<file path="src/rtl/code_patch_arb.sv">
// Code-patch table controller: a small register table written through a config port,
// with lookups shared between the serial interface (si) and pattern generator (pg) requesters.
module code_patch_arb #(
    parameter int NUM_ENTRIES = 3,
    parameter int DATA_W      = 22,
    parameter int ADDR_W      = 13
) (
    input  logic              clk_i,
    input  logic              rst_i,
    input  logic              cfg_we_i,
    input  logic [1:0]        cfg_idx_i,
    input  logic [DATA_W-1:0] cfg_wdata_i,
    input  logic              cfg_pat_gen_i,
    input  logic              si_req_i,
    input  logic [ADDR_W-1:0] si_addr_i,
    output logic              si_gnt_o,
    output logic              si_rvalid_o,
    output logic              si_hit_o,
    output logic [7:0]        si_data_o,
    input  logic              pg_req_i,
    input  logic [ADDR_W-1:0] pg_addr_i,
    output logic              pg_gnt_o,
    output logic              pg_rvalid_o,
    output logic              pg_hit_o,
    output logic [7:0]        pg_data_o,
    output logic              patch_enable_o,
    output logic              nopg_o
);

    typedef enum logic [1:0] {IDLE, LOOKUP, RESP} state_e;

    localparam logic [1:0] LAST_IDX = 2'(NUM_ENTRIES - 1);

    state_e              state_q, state_d;
    logic [DATA_W-1:0]   table_q [NUM_ENTRIES];
    logic [DATA_W-1:0]   table_d [NUM_ENTRIES];
    logic [ADDR_W-1:0]   addr_q, addr_d;
    logic                tag_pg_q, tag_pg_d;
    logic                prio_pg_q, prio_pg_d;
    logic                si_rvalid_q, si_rvalid_d, si_hit_q, si_hit_d;
    logic                pg_rvalid_q, pg_rvalid_d, pg_hit_q, pg_hit_d;
    logic [7:0]          si_data_q, si_data_d, pg_data_q, pg_data_d;
    logic                patch_en_q, patch_en_d, nopg_q, nopg_d;

    logic                eff_pg_req;
    logic                si_gnt, pg_gnt;
    logic                lk_hit;
    logic [7:0]          lk_data;

    always_comb begin
        state_d     = state_q;
        table_d     = table_q;
        addr_d      = addr_q;
        tag_pg_d    = tag_pg_q;
        prio_pg_d   = prio_pg_q;
        si_rvalid_d = 1'b0;
        si_hit_d    = si_hit_q;
        si_data_d   = si_data_q;
        pg_rvalid_d = 1'b0;
        pg_hit_d    = pg_hit_q;
        pg_data_d   = pg_data_q;
        si_gnt      = 1'b0;
        pg_gnt      = 1'b0;
        lk_hit      = 1'b0;
        lk_data     = 8'h00;

        eff_pg_req = pg_req_i & cfg_pat_gen_i;

        // prio_pg_q set means pg was not the last winner, so it takes the next tie.
        if (state_q == IDLE && !rst_i) begin
            if (si_req_i && (!eff_pg_req || !prio_pg_q)) si_gnt = 1'b1;
            else if (eff_pg_req)                          pg_gnt = 1'b1;
        end

        // Scan downwards so the lowest matching index is the one left standing.
        for (int i = NUM_ENTRIES - 1; i >= 0; i--) begin
            if (table_q[i][DATA_W-1] && table_q[i][DATA_W-2:8] == addr_q) begin
                lk_hit  = 1'b1;
                lk_data = table_q[i][7:0];
            end
        end

        case (state_q)
            IDLE: begin
                if (si_gnt || pg_gnt) begin
                    addr_d    = pg_gnt ? pg_addr_i : si_addr_i;
                    tag_pg_d  = pg_gnt;
                    prio_pg_d = si_gnt;
                    state_d   = LOOKUP;
                end
            end
            LOOKUP: begin
                if (tag_pg_q) begin
                    pg_rvalid_d = 1'b1;
                    pg_hit_d    = lk_hit;
                    pg_data_d   = lk_data;
                end else begin
                    si_rvalid_d = 1'b1;
                    si_hit_d    = lk_hit;
                    si_data_d   = lk_data;
                end
                state_d = RESP;
            end
            default: state_d = IDLE;
        endcase

        if (cfg_we_i && cfg_idx_i <= LAST_IDX) table_d[cfg_idx_i] = cfg_wdata_i;

        patch_en_d = 1'b0;
        for (int i = 0; i < NUM_ENTRIES; i++) patch_en_d = patch_en_d | table_q[i][DATA_W-1];
        nopg_d = ~cfg_pat_gen_i | ~patch_en_d;
    end

    // NOTE: the table is a handful of flops that must read as all-miss after reset, so it is reset like any other register.
    always_ff @(posedge clk_i or posedge rst_i) begin
        if (rst_i) begin
            state_q     <= IDLE;
            for (int i = 0; i < NUM_ENTRIES; i++) table_q[i] <= '0;
            addr_q      <= '0;
            tag_pg_q    <= 1'b0;
            prio_pg_q   <= 1'b0;
            si_rvalid_q <= 1'b0;
            si_hit_q    <= 1'b0;
            si_data_q   <= 8'h00;
            pg_rvalid_q <= 1'b0;
            pg_hit_q    <= 1'b0;
            pg_data_q   <= 8'h00;
            patch_en_q  <= 1'b0;
            nopg_q      <= 1'b1;
        end else begin
            state_q     <= state_d;
            table_q     <= table_d;
            addr_q      <= addr_d;
            tag_pg_q    <= tag_pg_d;
            prio_pg_q   <= prio_pg_d;
            si_rvalid_q <= si_rvalid_d;
            si_hit_q    <= si_hit_d;
            si_data_q   <= si_data_d;
            pg_rvalid_q <= pg_rvalid_d;
            pg_hit_q    <= pg_hit_d;
            pg_data_q   <= pg_data_d;
            patch_en_q  <= patch_en_d;
            nopg_q      <= nopg_d;
        end
    end

    assign si_gnt_o       = si_gnt;
    assign pg_gnt_o       = pg_gnt;
    assign si_rvalid_o    = si_rvalid_q;
    assign si_hit_o       = si_hit_q;
    assign si_data_o      = si_data_q;
    assign pg_rvalid_o    = pg_rvalid_q;
    assign pg_hit_o       = pg_hit_q;
    assign pg_data_o      = pg_data_q;
    assign patch_enable_o = patch_en_q;
    assign nopg_o         = nopg_q;

endmodule

</file>
<file path="config.mk">
export PLATFORM = sky130hd
export DESIGN_NAME = code_patch_arb
export DESIGN_NICKNAME = d
export VERILOG_FILES = /design/src/rtl/code_patch_arb.sv
export SDC_FILE = /design/constraint.sdc
export NUM_CORES = 1
export LEC_CHECK = 0
export CORE_MARGIN = 2
export CORE_UTILIZATION = 40
export DETAILED_ROUTE_END_ITERATION = 6
export PLACE_DENSITY = 0.62
export SETUP_SLACK_MARGIN = 0.15
export SLEW_MARGIN = 15
export SYNTH_ARGS = -nofsm -noshare
export SYNTH_HDL_FRONTEND = slang
export SYNTH_SLANG_ARGS = --single-unit
</file>
<file path="constraint.sdc">
create_clock -name clk_i -period 8.93 [get_ports clk_i]
set_clock_uncertainty 0.2 [all_clocks]
set_input_delay 1.786 -clock clk_i [delete_from_list [all_inputs] [get_ports clk_i]]
set_output_delay 1.786 -clock clk_i [all_outputs]
set_load 0.1 [all_outputs]
</file>
==> qor.txt <==
Worst Setup SP -> rst_i
CTS tree -> yes
Crit path top cell by count -> clkdlybuf4s50_1
Pre-antenna DRT Iters -> 4
Antenna diodes -> 0
pre-CTS setup slack -> 2650 ps
Critical Path Slowest Stage Cell -> clkdlybuf4s50_1
CP Depth -> 6
CTS root buffer -> clkbuf_16
startpoint class of the critical path -> input port
r2r startpoint -> addr_q[9]
FMAX -> 159 MHz
Vias/cell -> 5.18
CTS max path bufs -> 2
Total GRT Usage -> 0.168
CTS buffer count -> 9
critical path cell sequence -> clkdlybuf4s50_1, nor3_1, nand3_1, a21oi_2, buf_4, clkdlybuf4s50_1
Worst Path Arrival -> 4300 ps
setup TNS after final layout -> 0 ps
io pins -> 80
fin. max-slew vios -> 0
vias in the first global route -> 3,188
DP HPWL -> 7160 µm
Setup crit end kind -> primary output
Worst setup endpoint -> pg_gnt_o
Max VDD drop -> 0.238 mV
initial antenna violation count -> 0
PortBufs -> 79
GPL Wtd Cong -> 0.809
Syn Area/Cell -> 12.7 µm²
Critical Setup Path Class -> in2out
DR WL/cell -> 17.0 µm
final setup vio count -> 0
cell family with most CP delay -> buffers and inverters
Rel. slew slack -> 0.349
Lkg Pwr -> 0.00239 µW
P per Cell Area -> 265 nW/µm²
DRC viols -> 0
Worst-Margin Slew -> 973 ps
min Tclk post-route -> 6280 ps
grt ovf -> 0
CTS Hold Bufs -> 0
Die X -> 112 µm
synthesized area -> 4690 µm²
DRT iter0 DRCs -> 134
Max-Cap Viols -> 0
Fin. Hold Viols -> 0
Initial Util -> 0.410
DIE AREA -> 12,600 µm²
H-tree lvl count -> 3
R2R Setup Slk -> 6160 ps
status -> complete, no violations
Yosys cell types -> 39
Worst-path clk slew -> 70 ps
Mapped Nets -> 426
Synthesis Warnings -> 0
Core Rows -> 39
sequential-to-total area share from yosys stat -> 0.561
Post-synth top flop -> dfrtp_1
largest net degree at the start of global routing -> 65
# clock sinks -> 105
period utilisation layout -> 0.704
Core Box Area -> 11,400 µm²
post-cts sizing count -> 0
Post-synth EDFFs -> 0
# nets final -> 508
required time of the critical path -> 6940 ps
Clk Latency, worst-skew pair -> 350 ps
FF-to-FF End -> si_data_o[1]
Routed Antenna Nets -> 0
crit-path max cell delay -> 1180 ps
asr flop ratio synth -> 1.00
WP buf/inv -> 3
layout cell share with drive strength beyond 1 -> 0.221
Final WS setup -> 2650 ps
Yosys reg bits -> 105
Syn Inst Count -> 370
area delta synth->final -> 27.8%
reg2reg path depth -> 6
global-route wire length before repair -> 16,500 µm
HP Class -> reg2reg
Max FO, Critical Path -> 15
Die Y -> 112 µm
drt total wl -> 10,200 µm
post-CTS setup buffer count -> 0
routed vias -> 3,107
RSZ-0062 raised after global routing -> false
per-stage QoR:
stage / instances / total power [µW] / utilization / hold slack [ps] / area, µm²
2_1_floorplan: 370 / 1030 / - / 218 / 4690
3_3_place_gp: 584 / 1160 / 0.496 / 251 / 5670
3_5_place_dp: 584 / 1170 / 0.496 / 247 / 5670
4_1_cts: 600 / 1600 / 0.524 / 257 / 5990
5_1_grt: 600 / 1660 / 0.524 / 264 / 5990
6_report: 600 / 1590 / 0.524 / 253 / 5990
synthesized netlist by cell type, types with 6 or more instances:
cell / instances / area [µm²]
nor2_1: 15 / 56.3
clkbuf_1: 11 / 41.3
xnor2_1: 23 / 201
nor3_1: 9 / 45.0
nand4_1: 6 / 37.5
nand2_1: 23 / 86.3
nand3_1: 6 / 30.0
inv_1: 8 / 30.0
dfrtp_1: 104 / 2600
a21oi_1: 17 / 85.1
o22a_1: 11 / 96.3
xor2_1: 10 / 87.6
mux2_2: 72 / 811
mux2i_1: 13 / 130
state kept, by name, indices dropped and copies added (netlist names), 2 cells and up:
name       count
addr_q        13
pg_data_o      8
si_data_o      8
state_q        2
table_q       66
area by class of cell:
type,instances,area [µm²]
inverter,8,32.5
clock buffer,12,246
tap,143,179
multi-input combinational,241,1970
timing repair buffer,87,851
sequential,105,2630
fill,1020,5430
clock inverter,4,76.3
worst min-delay path by stage:
stage / from / end / depth (start not counted)
2_1_floorplan: state_q[1] / state_q[1] / 1
3_3_place_gp: state_q[1] / state_q[1] / 1
3_5_place_dp: state_q[1] / state_q[1] / 1
4_1_cts: state_q[1] / state_q[1] / 1
5_1_grt: state_q[1] / state_q[1] / 1
6_report: state_q[1] / state_q[1] / 1
power by group:
| group | leakage, µW | switching, µW | total [µW] | internal, µW |
|---|---|---|---|---|
| clock network | 0.000153 | 174 | 428 | 254 |
| logic | 0.000988 | 318 | 505 | 187 |
| registers | 0.00125 | 76.3 | 653 | 577 |
per-layer routing:
layer	up-vias	GRT usage	routed length (µm)
met5	-	0	0
met1	1544	0.219	4630
met2	58	0.284	5060
met3	9	0.0464	411
met4	0	0.0366	120
li1	1496	-	-
cell usage in the layout (no fill, tap or decap), types with 10 or more instances in the layout:
cell and instances:
mux2i_1 13, nand2_1 23, xnor2_1 23, a21oi_1 16
clkdlybuf4s50_1 79, nor2_1 15, o22a_1 11, dfrtp_1 104
mux2_2 72, xor2_1 10
kinds of logic after synthesis:
group	Yosys count	synth area share
mux	85	0.201
flops	105	0.561
compound gates	49	0.0790
simple gates	74	0.0780
buf+inv	24	0.0195
xor+xnor	33	0.0617
Note: power is estimated with default switching activity, not from simulation.
